===== config.mk =====
export PLATFORM = sky130hd
export DESIGN_NAME = mem_arbiter_flat
export DESIGN_NICKNAME = d
export VERILOG_FILES = /design/src/rtl/mem_pkg.sv /design/src/rtl/mem_arbiter_if.sv /design/src/rtl/mem_arbiter_rr_arb2.sv /design/src/rtl/mem_arbiter.sv /design/src/flat_wrapper.sv
export SDC_FILE = /design/constraint.sdc
export NUM_CORES = 1
export LEC_CHECK = 0
export CAP_MARGIN = 20
export CORE_AREA = 2 2 173 175
export CTS_CLUSTER_SIZE = 10
export DETAILED_ROUTE_END_ITERATION = 8
export DIE_AREA = 0 0 175 177
export PLACE_DENSITY = 0.49
export SLEW_MARGIN = 20
export SYNTH_ARGS = -nofsm -noshare
export SYNTH_HDL_FRONTEND = slang
export SYNTH_SLANG_ARGS = --single-unit
export TNS_END_PERCENT = 20

===== constraint.sdc =====
create_clock -name clk_i -period 3.3 [get_ports clk_i]
set_input_delay 0.99 -clock clk_i [delete_from_list [all_inputs] [get_ports clk_i]]
set_output_delay 0.99 -clock clk_i [all_outputs]
set_load 0.01 [all_outputs]

===== src/rtl/mem_pkg.sv =====
// Shared types for the MMU-side request path: arbiter states, ownership, request payload
// and translation context. The MMU imports the same request and context structs.
package mem_pkg;

  typedef enum logic [1:0] {
    IDLE  = 2'd0,
    BUSY  = 2'd1,
    DRAIN = 2'd2
  } arb_state_e;

  typedef enum logic {
    OWNER_FETCH = 1'b0,
    OWNER_DATA  = 1'b1
  } owner_e;

  typedef struct packed {
    logic [31:0] addr;
    logic [31:0] value;
    logic [3:0]  wstrb;
    logic        is_fetch;
  } mem_req_t;

  typedef struct packed {
    logic [31:0] satp;
    logic        mxr;
    logic        mprv;
    logic [1:0]  mpp;
    logic        sum;
    logic [1:0]  priv;
  } xlate_ctx_t;

  // Fetches never write, so their value/strobe fields are forced to zero.
  function automatic mem_req_t make_req(input logic        is_fetch,
                                        input logic [31:0] addr,
                                        input logic [31:0] value,
                                        input logic [3:0]  wstrb);
    mem_req_t r;
    r.addr     = addr;
    r.value    = is_fetch ? 32'h0 : value;
    r.wstrb    = is_fetch ? 4'h0 : wstrb;
    r.is_fetch = is_fetch;
    return r;
  endfunction

endpackage


===== src/rtl/mem_arbiter_if.sv =====
// Bundle of fetch, data, CSR-context and MMU signals around the arbiter.
// slave = arbiter side, master = core/CSR/MMU side.
interface mem_arbiter_if;

  logic        if_req_valid_i;
  logic [31:0] if_req_addr_i;
  logic        flush_i;

  logic        d_req_valid_i;
  logic [31:0] d_req_addr_i;
  logic [31:0] d_req_value_i;
  logic [3:0]  d_req_wstrb_i;

  logic [31:0] satp_i;
  logic        mxr_i;
  logic        mprv_i;
  logic [1:0]  mpp_i;
  logic        sum_i;
  logic [1:0]  priv_i;

  logic        if_resp_valid_o;
  logic [31:0] if_resp_value_o;
  logic        if_resp_ex_valid_o;
  logic [31:0] if_resp_ex_code_o;

  logic        d_resp_valid_o;
  logic [31:0] d_resp_value_o;
  logic        d_resp_ex_valid_o;
  logic [31:0] d_resp_ex_code_o;

  logic        req_valid_o;
  logic [31:0] req_addr_o;
  logic [31:0] req_value_o;
  logic [3:0]  req_wstrb_o;
  logic        req_is_fetch_o;
  logic [31:0] req_satp_o;
  logic        req_mxr_o;
  logic        req_mprv_o;
  logic [1:0]  req_mpp_o;
  logic        req_sum_o;
  logic [1:0]  req_priv_o;

  logic        resp_valid_i;
  logic [31:0] resp_value_i;
  logic        resp_ex_valid_i;
  logic [31:0] resp_ex_code_i;

  modport slave (
    input  if_req_valid_i, if_req_addr_i, flush_i,
    input  d_req_valid_i, d_req_addr_i, d_req_value_i, d_req_wstrb_i,
    input  satp_i, mxr_i, mprv_i, mpp_i, sum_i, priv_i,
    output if_resp_valid_o, if_resp_value_o, if_resp_ex_valid_o, if_resp_ex_code_o,
    output d_resp_valid_o, d_resp_value_o, d_resp_ex_valid_o, d_resp_ex_code_o,
    output req_valid_o, req_addr_o, req_value_o, req_wstrb_o, req_is_fetch_o,
    output req_satp_o, req_mxr_o, req_mprv_o, req_mpp_o, req_sum_o, req_priv_o,
    input  resp_valid_i, resp_value_i, resp_ex_valid_i, resp_ex_code_i
  );

  modport master (
    output if_req_valid_i, if_req_addr_i, flush_i,
    output d_req_valid_i, d_req_addr_i, d_req_value_i, d_req_wstrb_i,
    output satp_i, mxr_i, mprv_i, mpp_i, sum_i, priv_i,
    input  if_resp_valid_o, if_resp_value_o, if_resp_ex_valid_o, if_resp_ex_code_o,
    input  d_resp_valid_o, d_resp_value_o, d_resp_ex_valid_o, d_resp_ex_code_o,
    input  req_valid_o, req_addr_o, req_value_o, req_wstrb_o, req_is_fetch_o,
    input  req_satp_o, req_mxr_o, req_mprv_o, req_mpp_o, req_sum_o, req_priv_o,
    output resp_valid_i, resp_value_i, resp_ex_valid_i, resp_ex_code_i
  );

endinterface


===== src/rtl/mem_arbiter_rr_arb2.sv =====
// Two-way round-robin grant, combinational from requests; the last-grant register only
// advances when enabled and something is granted. Resets to data so fetch wins the first tie.
module rr_arb2
  import mem_pkg::*;
(
  input  logic clk,
  input  logic rst_n,
  input  logic en,
  input  logic req_fetch,
  input  logic req_data,
  output logic gnt_fetch,
  output logic gnt_data,
  output logic gnt_any
);

  owner_e last_grant_q;

  always_comb begin
    gnt_fetch = req_fetch & (~req_data | (last_grant_q == OWNER_DATA));
    gnt_data  = req_data  & (~req_fetch | (last_grant_q == OWNER_FETCH));
    gnt_any   = req_fetch | req_data;
  end

  always_ff @(posedge clk or negedge rst_n) begin
    if (!rst_n) begin
      last_grant_q <= OWNER_DATA;
    end else if (en && gnt_any) begin
      last_grant_q <= gnt_fetch ? OWNER_FETCH : OWNER_DATA;
    end
  end

endmodule


===== src/rtl/mem_arbiter.sv =====
// Merges fetch and load/store onto the single MMU port with one access outstanding; payload and
// context are frozen at grant, responses route back combinationally, flushed fetches are drained.
module mem_arbiter
  import mem_pkg::*;
(
  input  logic          clk_i,
  input  logic          rst_ni,
  mem_arbiter_if.slave  bus
);

  arb_state_e state_q;
  owner_e     owner_q;
  mem_req_t   req_q;
  xlate_ctx_t ctx_q;

  logic resp_ev;
  logic cand_fetch;
  logic cand_data;
  logic arb_en;
  logic gnt_fetch;
  logic gnt_data;
  logic gnt_any;
  logic owned_fetch;
  logic owned_data;

  assign resp_ev    = bus.resp_valid_i | bus.resp_ex_valid_i;
  assign cand_fetch = bus.if_req_valid_i & ~bus.flush_i;
  assign cand_data  = bus.d_req_valid_i;
  assign arb_en     = (state_q == IDLE);

  rr_arb2 u_rr_arb2 (
    .clk       (clk_i),
    .rst_n     (rst_ni),
    .en        (arb_en),
    .req_fetch (cand_fetch),
    .req_data  (cand_data),
    .gnt_fetch (gnt_fetch),
    .gnt_data  (gnt_data),
    .gnt_any   (gnt_any)
  );

  always_ff @(posedge clk_i or negedge rst_ni) begin
    if (!rst_ni) begin
      state_q <= IDLE;
      owner_q <= OWNER_FETCH;
      req_q   <= '0;
      ctx_q   <= '0;
    end else begin
      case (state_q)
        IDLE: begin
          if (gnt_any) begin
            owner_q <= gnt_data ? OWNER_DATA : OWNER_FETCH;
            req_q   <= make_req(gnt_fetch,
                                gnt_fetch ? bus.if_req_addr_i : bus.d_req_addr_i,
                                bus.d_req_value_i,
                                bus.d_req_wstrb_i);
            ctx_q   <= '{satp: bus.satp_i, mxr: bus.mxr_i, mprv: bus.mprv_i,
                         mpp: bus.mpp_i, sum: bus.sum_i, priv: bus.priv_i};
            state_q <= BUSY;
          end
        end
        BUSY: begin
          if (resp_ev) begin
            state_q <= IDLE;
          end else if (bus.flush_i && owner_q == OWNER_FETCH) begin
            state_q <= DRAIN;
          end
        end
        DRAIN: begin
          // The MMU cannot abort, so wait out its response and discard it.
          if (resp_ev) begin
            state_q <= IDLE;
          end
        end
        default: state_q <= IDLE;
      endcase
    end
  end

  // A flush coinciding with the fetch response suppresses that response.
  assign owned_fetch = (state_q == BUSY) && (owner_q == OWNER_FETCH) && !bus.flush_i;
  assign owned_data  = (state_q == BUSY) && (owner_q == OWNER_DATA);

  assign bus.if_resp_valid_o    = bus.resp_valid_i & owned_fetch;
  assign bus.if_resp_ex_valid_o = bus.resp_ex_valid_i & owned_fetch;
  assign bus.if_resp_value_o    = owned_fetch ? bus.resp_value_i : 32'h0;
  assign bus.if_resp_ex_code_o  = owned_fetch ? bus.resp_ex_code_i : 32'h0;

  assign bus.d_resp_valid_o     = bus.resp_valid_i & owned_data;
  assign bus.d_resp_ex_valid_o  = bus.resp_ex_valid_i & owned_data;
  assign bus.d_resp_value_o     = owned_data ? bus.resp_value_i : 32'h0;
  assign bus.d_resp_ex_code_o   = owned_data ? bus.resp_ex_code_i : 32'h0;

  assign bus.req_valid_o    = (state_q != IDLE) & ~resp_ev;
  assign bus.req_addr_o     = req_q.addr;
  assign bus.req_value_o    = req_q.value;
  assign bus.req_wstrb_o    = req_q.wstrb;
  assign bus.req_is_fetch_o = req_q.is_fetch;

  assign bus.req_satp_o = ctx_q.satp;
  assign bus.req_mxr_o  = ctx_q.mxr;
  assign bus.req_mprv_o = ctx_q.mprv;
  assign bus.req_mpp_o  = ctx_q.mpp;
  assign bus.req_sum_o  = ctx_q.sum;
  assign bus.req_priv_o = ctx_q.priv;

endmodule


===== src/flat_wrapper.sv =====
// flat-port wrapper written by rule: the top's interface ports become plain ports
module mem_arbiter_flat import mem_pkg::*;
  (clk_i, rst_ni, bus_if_req_valid_i, bus_if_req_addr_i, bus_flush_i, bus_d_req_valid_i, bus_d_req_addr_i, bus_d_req_value_i, bus_d_req_wstrb_i, bus_satp_i, bus_mxr_i, bus_mprv_i, bus_mpp_i, bus_sum_i, bus_priv_i, bus_if_resp_valid_o, bus_if_resp_value_o, bus_if_resp_ex_valid_o, bus_if_resp_ex_code_o, bus_d_resp_valid_o, bus_d_resp_value_o, bus_d_resp_ex_valid_o, bus_d_resp_ex_code_o, bus_req_valid_o, bus_req_addr_o, bus_req_value_o, bus_req_wstrb_o, bus_req_is_fetch_o, bus_req_satp_o, bus_req_mxr_o, bus_req_mprv_o, bus_req_mpp_o, bus_req_sum_o, bus_req_priv_o, bus_resp_valid_i, bus_resp_value_i, bus_resp_ex_valid_i, bus_resp_ex_code_i);
  mem_arbiter_if bus_i ();
  input  logic clk_i;
  input  logic rst_ni;
  input wire logic [$bits(bus_i.if_req_valid_i)-1:0] bus_if_req_valid_i;
  input wire logic [$bits(bus_i.if_req_addr_i)-1:0] bus_if_req_addr_i;
  input wire logic [$bits(bus_i.flush_i)-1:0] bus_flush_i;
  input wire logic [$bits(bus_i.d_req_valid_i)-1:0] bus_d_req_valid_i;
  input wire logic [$bits(bus_i.d_req_addr_i)-1:0] bus_d_req_addr_i;
  input wire logic [$bits(bus_i.d_req_value_i)-1:0] bus_d_req_value_i;
  input wire logic [$bits(bus_i.d_req_wstrb_i)-1:0] bus_d_req_wstrb_i;
  input wire logic [$bits(bus_i.satp_i)-1:0] bus_satp_i;
  input wire logic [$bits(bus_i.mxr_i)-1:0] bus_mxr_i;
  input wire logic [$bits(bus_i.mprv_i)-1:0] bus_mprv_i;
  input wire logic [$bits(bus_i.mpp_i)-1:0] bus_mpp_i;
  input wire logic [$bits(bus_i.sum_i)-1:0] bus_sum_i;
  input wire logic [$bits(bus_i.priv_i)-1:0] bus_priv_i;
  output wire logic [$bits(bus_i.if_resp_valid_o)-1:0] bus_if_resp_valid_o;
  output wire logic [$bits(bus_i.if_resp_value_o)-1:0] bus_if_resp_value_o;
  output wire logic [$bits(bus_i.if_resp_ex_valid_o)-1:0] bus_if_resp_ex_valid_o;
  output wire logic [$bits(bus_i.if_resp_ex_code_o)-1:0] bus_if_resp_ex_code_o;
  output wire logic [$bits(bus_i.d_resp_valid_o)-1:0] bus_d_resp_valid_o;
  output wire logic [$bits(bus_i.d_resp_value_o)-1:0] bus_d_resp_value_o;
  output wire logic [$bits(bus_i.d_resp_ex_valid_o)-1:0] bus_d_resp_ex_valid_o;
  output wire logic [$bits(bus_i.d_resp_ex_code_o)-1:0] bus_d_resp_ex_code_o;
  output wire logic [$bits(bus_i.req_valid_o)-1:0] bus_req_valid_o;
  output wire logic [$bits(bus_i.req_addr_o)-1:0] bus_req_addr_o;
  output wire logic [$bits(bus_i.req_value_o)-1:0] bus_req_value_o;
  output wire logic [$bits(bus_i.req_wstrb_o)-1:0] bus_req_wstrb_o;
  output wire logic [$bits(bus_i.req_is_fetch_o)-1:0] bus_req_is_fetch_o;
  output wire logic [$bits(bus_i.req_satp_o)-1:0] bus_req_satp_o;
  output wire logic [$bits(bus_i.req_mxr_o)-1:0] bus_req_mxr_o;
  output wire logic [$bits(bus_i.req_mprv_o)-1:0] bus_req_mprv_o;
  output wire logic [$bits(bus_i.req_mpp_o)-1:0] bus_req_mpp_o;
  output wire logic [$bits(bus_i.req_sum_o)-1:0] bus_req_sum_o;
  output wire logic [$bits(bus_i.req_priv_o)-1:0] bus_req_priv_o;
  input wire logic [$bits(bus_i.resp_valid_i)-1:0] bus_resp_valid_i;
  input wire logic [$bits(bus_i.resp_value_i)-1:0] bus_resp_value_i;
  input wire logic [$bits(bus_i.resp_ex_valid_i)-1:0] bus_resp_ex_valid_i;
  input wire logic [$bits(bus_i.resp_ex_code_i)-1:0] bus_resp_ex_code_i;
  assign bus_i.if_req_valid_i = bus_if_req_valid_i;
  assign bus_i.if_req_addr_i = bus_if_req_addr_i;
  assign bus_i.flush_i = bus_flush_i;
  assign bus_i.d_req_valid_i = bus_d_req_valid_i;
  assign bus_i.d_req_addr_i = bus_d_req_addr_i;
  assign bus_i.d_req_value_i = bus_d_req_value_i;
  assign bus_i.d_req_wstrb_i = bus_d_req_wstrb_i;
  assign bus_i.satp_i = bus_satp_i;
  assign bus_i.mxr_i = bus_mxr_i;
  assign bus_i.mprv_i = bus_mprv_i;
  assign bus_i.mpp_i = bus_mpp_i;
  assign bus_i.sum_i = bus_sum_i;
  assign bus_i.priv_i = bus_priv_i;
  assign bus_if_resp_valid_o = bus_i.if_resp_valid_o;
  assign bus_if_resp_value_o = bus_i.if_resp_value_o;
  assign bus_if_resp_ex_valid_o = bus_i.if_resp_ex_valid_o;
  assign bus_if_resp_ex_code_o = bus_i.if_resp_ex_code_o;
  assign bus_d_resp_valid_o = bus_i.d_resp_valid_o;
  assign bus_d_resp_value_o = bus_i.d_resp_value_o;
  assign bus_d_resp_ex_valid_o = bus_i.d_resp_ex_valid_o;
  assign bus_d_resp_ex_code_o = bus_i.d_resp_ex_code_o;
  assign bus_req_valid_o = bus_i.req_valid_o;
  assign bus_req_addr_o = bus_i.req_addr_o;
  assign bus_req_value_o = bus_i.req_value_o;
  assign bus_req_wstrb_o = bus_i.req_wstrb_o;
  assign bus_req_is_fetch_o = bus_i.req_is_fetch_o;
  assign bus_req_satp_o = bus_i.req_satp_o;
  assign bus_req_mxr_o = bus_i.req_mxr_o;
  assign bus_req_mprv_o = bus_i.req_mprv_o;
  assign bus_req_mpp_o = bus_i.req_mpp_o;
  assign bus_req_sum_o = bus_i.req_sum_o;
  assign bus_req_priv_o = bus_i.req_priv_o;
  assign bus_i.resp_valid_i = bus_resp_valid_i;
  assign bus_i.resp_value_i = bus_resp_value_i;
  assign bus_i.resp_ex_valid_i = bus_resp_ex_valid_i;
  assign bus_i.resp_ex_code_i = bus_resp_ex_code_i;
  mem_arbiter u_core (.clk_i(clk_i), .rst_ni(rst_ni), .bus(bus_i));
endmodule

* Word level (Yosys, flattened, before mapping) *
Index checks and enable logic that the tools add are counted.

word-level totals
  input bits = 210
  output and inout port bits = 241
  bits in registers = 112
  logic and storage cells = 60

operators by class
  mux-type cells = 14
  bitwise gates (word level) = 18
  reduce and logical (&&, ||, !) cells = 10
  eq/ne operators = 5

operators by type and width
  kind                  number
  $mux W32              6
  $and A1 B1 Y1         8
  $mux W2               4
  $not A1 Y1            6
  $pmux W2 S3           1
  $logic_and A1 B1 Y1   5
  $mux W4               1
  $ne A2 B1 Y1 const B  2
  $or A1 B1 Y1          4
  $ne A3 B1 Y1 const B  1
  $reduce_and A3 Y1     1
  $eq A2 B1 Y1 const B  1
  $eq A2 B2 Y1 const B  1
  $logic_not A2 Y1      1
  $mux W1               2
  $reduce_and A2 Y1     1
  $reduce_bool A2 Y1    1
  $logic_not A1 Y1      1

* Longest topological paths before layout *
Gate-level depths: netlist of the first run.

  depth in word-level cells = 6
  depth in mapped cells = 5
  mapped depth without buffers = 3

* Modules after synthesis *
Synthesis of the first run repeated with hierarchy kept, for this count alone.

unflattened totals
  cell total of the unflattened synthesis = 473
  area total of the unflattened synthesis = 6317.3 µm²

modules (own cells, without submodules)
  module       instances  cells an instance  area each (µm²)  sequential area each (µm²)
  mem_arbiter  1          466                6254.7           2777.7
  rr_arb2      1          7                  62.6             26.3

* Worst setup path before layout of the first run *
No wires, ideal clock.

  path type = input to output
  from = in bus_flush_i
  to = out bus_if_resp_ex_code_o[22]
  data required time = 2310 ps
  buffers on the path = 2
  arrival = 1809 ps
  stages on the path = 4
  slack = 501 ps
  path through = nor3_1 buf_2 clkbuf_1 and2_1

on the way
  cells in the longest elaborated chain, start to end = 3

RTL lines
  item                 RTL line            RTL
  from (decl)          flat_wrapper.sv:9   input wire logic [$bits(bus_i.flush_i)-1:0] bus_flush_i;
  $logic_not A1 Y1     mem_arbiter.sv:81   assign owned_fetch = (state_q == BUSY) && (owner_q == OWNER_FETCH) && !bus.flush_i;
  $logic_and A1 B1 Y1  mem_arbiter.sv:81
  $mux W32             mem_arbiter.sv:87   assign bus.if_resp_ex_code_o = owned_fetch ? bus.resp_ex_code_i : 32'h0;
  to (decl)            flat_wrapper.sv:23  output wire logic [$bits(bus_i.if_resp_ex_code_o)-1:0] bus_if_resp_ex_code_o;

No other way between the ends.

* Final worst setup path of the first run *
  from = in bus_resp_value_i[5]
  to = out bus_d_resp_value_o[5]

on the way
  cells in the longest elaborated chain, start to end = 1

RTL lines
  item         RTL line            RTL
  from (decl)  flat_wrapper.sv:40  input wire logic [$bits(bus_i.resp_value_i)-1:0] bus_resp_value_i;
  $mux W32     mem_arbiter.sv:91   assign bus.d_resp_value_o = owned_data ? bus.resp_value_i : 32'h0;
  to (decl)    flat_wrapper.sv:25  output wire logic [$bits(bus_i.d_resp_value_o)-1:0] bus_d_resp_value_o;

No other way between the ends.

==> qor.txt, run 1 <==
Status: finished, final reports clean
Reg2Reg Setup Slack: 1.63 ns
Critical Path AT: 2.26 ns
Maximum VDD drop: 0.000214 V
Gpl congestion: 0.744
HP Class: reg2reg
I/O Buffers: 450
TritonRoute pass-1 iters: 4
R2r endpoint: u_core.bus.req_addr_o[25]
Worst reg2reg startpoint: u_core.state_q[1]
Area Overhead vs Synth: 101%
CTS tree: done
Initial antenna violation count: 0
Hold Buf Count CTS: 0
Slew margin rel.: 73.4%
Final core utilization: 36.2%
Core Area: 0.0292 mm2
Setup crit end kind: primary output
Yosys top cell by area: dfrtp_1
CP max FO: 2
Gr usage total: 14.3%
Share of post-route cells with drive strength above 1: 11.4%
Commonest non-fill, non-tap cell in the layout: clkdlybuf4s50_1
First-pass GRT wire length: 34.1 mm
Post-DP HPWL: 17.7 mm
Final clock skew: 0.0117 ns
Die Area: 0.0310 mm2
Std cell rows: 63
R2R depth: 4
Final worst-path cycle share: 98.5%
WL per Instance: 18.3 um
Leak pwr: 4.72 nW
Internal: 4.01 mW
Yosys cell types: 21
Kind of critical path: in2out
Sequential power share: 33.9%
Clock sink total: 112
Synthesized Nets: 659
Seq/Total Area, Yosys: 53.1%
Synth Instances: 449
Final Power: 5.99 mW
Dominant cells by area after synthesis: dfrtp_1 53%, and3_1 12%, mux2_2 8.3%, and2_1 7.8%, a221o_1 6.1%
Grt peak-use layer: met2
Initial core utilization: 18.0%
Setup-failing EPs final: 0
DRC Markers: 0
Tmin final: 3.25 ns
Synthesized flop and latch total: 112
Worst skew pair latency: 0.36 ns
Die Y: 177 um
Asr flop ratio synth: 100%
Htree depth: 3
Routing usage on met3: 3.91%
Worst-Margin Slew: 0.399 ns
MaxCap Viol Count: 0
Sw power: 1.98 mW
Total grt overflow: 0
Pin count of the biggest net entering global routing: 68
Ports: 451
Synth warnings: 0
Pwr/cell area: 566 mW/mm2
Total CTS buffers: 9
Fin nets: 1092
Initial drt markers: 227
Top FF cell, synth: dfrtp_1
Clock Path Buffers: 2
Startpoint types: input pin
Fin. Hold Viols: 0
Synth top area share: 52.6%
Met2 Use GR: 24.5%
RSZ-0062 raised after global routing: false
Commonest non-fill, non-tap cells in the layout: 379 x clkdlybuf4s50_1, 111 x dfrtp_1, 98 x and3_1
Req. time, crit path: 2.31 ns
Grt met1 use: 17.9%
Max Fclk: 0.308 GHz
Area of the mapped netlist: 0.00528 mm2
Post-synth EDFFs: 0
Clock transition at path regs: 0.08 ns
Fin. max-slew vios: 0
DP Worst Slack: -0.390 ns
Antenna cell count: 0
Routed WL: 23.4 mm
CP startpoint: bus_resp_value_i[5]
DIE WIDTH: 175 um
Via count: 5239
Vias in the first global route: 5349
Combinational power share: 47.5%
Final WS setup: 0.0508 ns
Clock root cell: clkbuf_16
Worst hold path depth: 1
Avg Inst Size Synth: 11.8 um2
Clock Power Share: 18.6%
Sw frac: 33.1%
Post-DRT Antenna Nets: 0
Vias/cell: 4.10
Timing endpoint of the critical path: bus_d_resp_value_o[5]
## area by class of cell
type                       count  area (um2)
tap                          390         488
fill                        2959       18700
clock inverter                 7        76.3
timing repair buffer         468        4720
clock buffer                   9         225
multi-input combinational    289        2270
inverter                       2        7.51
sequential                   112        2800
## metrics by stage
stage / std cells / hold slack [ns] / cell area, um2 / TNS [ns]
floorplan: 449 / 0.517 / 5280 / 0
global placement: 1259 / 0.486 / 10200 / -20.85
detailed placement: 1259 / 0.491 / 10200 / -22.85
CTS: 1277 / 0.511 / 10600 / 0
global route: 1277 / 0.520 / 10600 / 0
finish: 1277 / 0.506 / 10600 / 0
## kinds of logic after synthesis
logic type,share of synthesized area (%)
AO/OA/AOI/OAI,13.3
buffers and inverters,4.55
flip-flops,53.1
multiplexers,8.32
AND/OR/NAND/NOR,20.7
## worst min-delay path by stage
stage                                   from                            end
2_1_floorplan  u_core.u_rr_arb2.last_grant_q  u_core.u_rr_arb2.last_grant_q
3_3_place_gp       u_core.bus.req_satp_o[13]      u_core.bus.req_satp_o[13]
3_5_place_dp      u_core.bus.req_value_o[13]     u_core.bus.req_value_o[13]
4_1_cts            u_core.bus.req_satp_o[26]      u_core.bus.req_satp_o[26]
5_1_grt            u_core.bus.req_value_o[1]      u_core.bus.req_value_o[1]
6_report          u_core.bus.req_value_o[13]     u_core.bus.req_value_o[13]
## Yosys cell counts, types with 2 or more instances
master,count
a221o_1,32
a21o_1,2
nor2b_1,4
clkbuf_1,33
nand2b_1,2
buf_6,7
buf_2,6
a22o_1,36
a21oi_1,2
dfrtp_1,111
and2_1,66
mux2_2,39
and3_1,98
inv_1,2
nor3_1,3
## layer usage
metal  vias to the layer above  wire length [um]
met2                       186             11900
met1                      2517              9700
li1                       2520                 -
met4                         0               236
met5                         -                 0
met3                        16              1540
## flip-flops by register name, summed over array words and instances, names as in the netlist
signal,count
u_core.bus.req_wstrb_o,4
u_core.bus.req_is_fetch_o,1
u_core.bus.req_value_o,32
u_core.u_rr_arb2.last_grant_q,1
u_core.bus.req_priv_o,2
u_core.owner_q,1
u_core.state_q,2
u_core.bus.req_satp_o,32
u_core.bus.req_mpp_o,2
u_core.bus.req_sum_o,1
u_core.bus.req_mxr_o,1
u_core.bus.req_mprv_o,1
u_core.bus.req_addr_o,32
## timing repair
item / in CTS / in global routing
endpoints found under the setup margin: 69 / 0
gates resized for setup: 134 / 0
buffers inserted: 1 / 0
endpoints found under the hold margin: 0 / 0
## power by group through the flow
stage	clock, mW	sequential (mW)	combinational (mW)
final	1.11	2.03	2.84
after global routing	1.24	2.09	3.03
after CTS	1.18	2.03	2.89
after detailed placement	0	2.05	2.90
after global placement	0	2.05	2.91
after floorplan	0	2.23	0.921
## worst max-delay path, cell delays in order
cell and delay, ns:
clkdlybuf4s50_1 0.53, and3_1 0.19, clkdlybuf4s50_1 0.55
(Power assumes the default switching activity.)
==> inputs of run 2 (changes only) <==
CTS_CLUSTER_SIZE = 8   (was 10)
MAX_ROUTING_LAYER = met4   (was default)
==> run 2 against run 1 <==
Critical path depth unchanged. Largest cell class unchanged. Via count rose by 0.38%. Non-clock buffer count stayed put. Flip-flop and latch count did not move. Final cell count did not move. Register-to-register slack about the same. Global-route usage rose by 0.43 points. Core utilization is the same.
==> qor.txt, run 2 (synthesis gave the netlist of run 1 again) <==
Area Overhead vs Synth: 101%
Worst hold path depth: 1
DP Worst Slack: -0.390 ns
DRC Markers: 0
Leak pwr: 4.72 nW
Gr usage total: 14.7%
Design area: 0.0106 mm2
Reg2Reg Setup Slack: 1.63 ns
Status: finished, final reports clean
Share of post-route cells with drive strength above 1: 11.4%
Setup-failing EPs final: 0
Final worst-path cycle share: 98.5%
RSZ-0062 raised after global routing: false
Final core utilization: 36.2%
Commonest non-fill, non-tap cells in the layout: 379 x clkdlybuf4s50_1, 111 x dfrtp_1, 98 x and3_1
CP startpoint: bus_resp_ex_code_i[0]
Ports: 451
CP max stage cell: clkdlybuf4s50_1
Initial antenna violation count: 0
Final Power: 6.00 mW
Max Fclk: 0.308 GHz
Die Area: 0.0310 mm2
Critical Path AT: 2.26 ns
DIE WIDTH: 175 um
Combinational power share: 47.5%
Worst-Margin Slew: 0.398 ns
Clock Power Share: 18.7%
Setup_tns: 0 ns
First-pass GRT wire length: 34.0 mm
Vias in the first global route: 5374
CP max FO: 2
Worst Hold End: u_core.bus.req_satp_o[2]
Kind of critical path: in2out
Pin count of the biggest net entering global routing: 68
Req. time, crit path: 2.31 ns
Fin. max-slew vios: 0
Worst reg2reg startpoint: u_core.state_q[1]
Internal: 4.01 mW
Gpl congestion: 0.753
Startpoint types: input pin
Std cell rows: 63
Worst skew pair latency: 0.36 ns
R2R depth: 4
Worst-path cell chain: clkdlybuf4s50_1, and3_1, clkdlybuf4s50_1
Tmin final: 3.25 ns
Maximum VDD drop: 0.000214 V
Commonest non-fill, non-tap cell in the layout: clkdlybuf4s50_1
Clock Path Buffers: 2
Final clock skew: 0.00980 ns
CTS tree: done
I/O Buffers: 450
Routed WL: 23.5 mm
Post-DRT Antenna Nets: 0
Core Area: 0.0292 mm2
Hold_sp: u_core.bus.req_satp_o[2]
HP Class: reg2reg
Clock sink total: 112
Multi-input gate area: 0.00227 mm2
TritonRoute pass-1 iters: 4
Pwr/cell area: 566 mW/mm2
Via count: 5259
Sw power: 1.99 mW
Post-Layout Cell Count: 1277
Fin nets: 1092
Setup crit end kind: primary output
Sw frac: 33.2%
Sequential power share: 33.9%
Post-DP HPWL: 17.7 mm
Post-DP Area: 0.0102 mm2
Total CTS buffers: 9
CP most frequent cell: clkdlybuf4s50_1
Initial core utilization: 18.0%
Clock root cell: clkbuf_16
Die Y: 177 um
WL per Instance: 18.4 um
Layout fillers: 2959
Slew margin rel.: 73.4%
Clock transition at path regs: 0.08 ns
Number of placed instances, taps included: 1259
Antenna cell count: 0
Vias/cell: 4.12
MaxCap Viol Count: 0
R2r endpoint: u_core.bus.req_addr_o[25]
Final WS setup: 0.0495 ns
Reg area: 0.00280 mm2
Htree depth: 3
WHS: 0.507 ns
Total grt overflow: 0
Initial drt markers: 242
Fin. Hold Viols: 0
CP peak stage delay: 0.56 ns
-- run 2: worst max-delay path by stage --
stage / slack, ns / depth (start not counted) / to
2_1_floorplan: 0.50 / 4 / bus_if_resp_ex_code_o[22]
3_3_place_gp: -0.36 / 5 / bus_if_resp_value_o[29]
3_5_place_dp: -0.39 / 5 / bus_if_resp_ex_code_o[25]
4_1_cts: 0.04 / 3 / bus_d_resp_ex_code_o[1]
5_1_grt: 0.01 / 3 / bus_d_resp_value_o[5]
6_report: 0.05 / 3 / bus_d_resp_ex_code_o[0]
-- run 2: layer usage --
layer	GRT usage (%)	vias to the layer above	part of all wire (%)
met5	-	-	0
met2	24.5	190	51
met1	18.4	2537	43
met4	3.13	0	1.0
li1	-	2515	-
met3	3.11	17	5.6
-- run 2: power groups by stage --
stage          registers (mW)  clock network, mW  logic [mW]
6_report                 2.03               1.12        2.85
5_1_grt                  2.09               1.24        3.03
4_1_cts                  2.03               1.18        2.89
3_5_place_dp             2.05                  0        2.90
3_3_place_gp             2.05                  0        2.91
2_1_floorplan            2.23                  0       0.921
-- run 2: area by class of cell --
cell class,count,share of cell area [%]
Sequential cell,112,26.5
Multi-Input combinational cell,289,21.4
Tap cell,390,4.61
Clock inverter,7,0.721
Timing Repair Buffer,468,44.6
Clock buffer,9,2.13
Inverter,2,0.0709
-- run 2: worst max-delay path, delay by kind of cell --
family | cells | cell delay [ns]
simple gates | 1 | 0.21
buf+inv | 2 | 1.06
-- run 2: repair_timing --
| action | in CTS | in global routing |
|---|---|---|
| setup endpoints to repair | 69 | 0 |
| setup buffers | 1 | 0 |
| hold buffers | 0 | 0 |
| resized for setup | 134 | 0 |
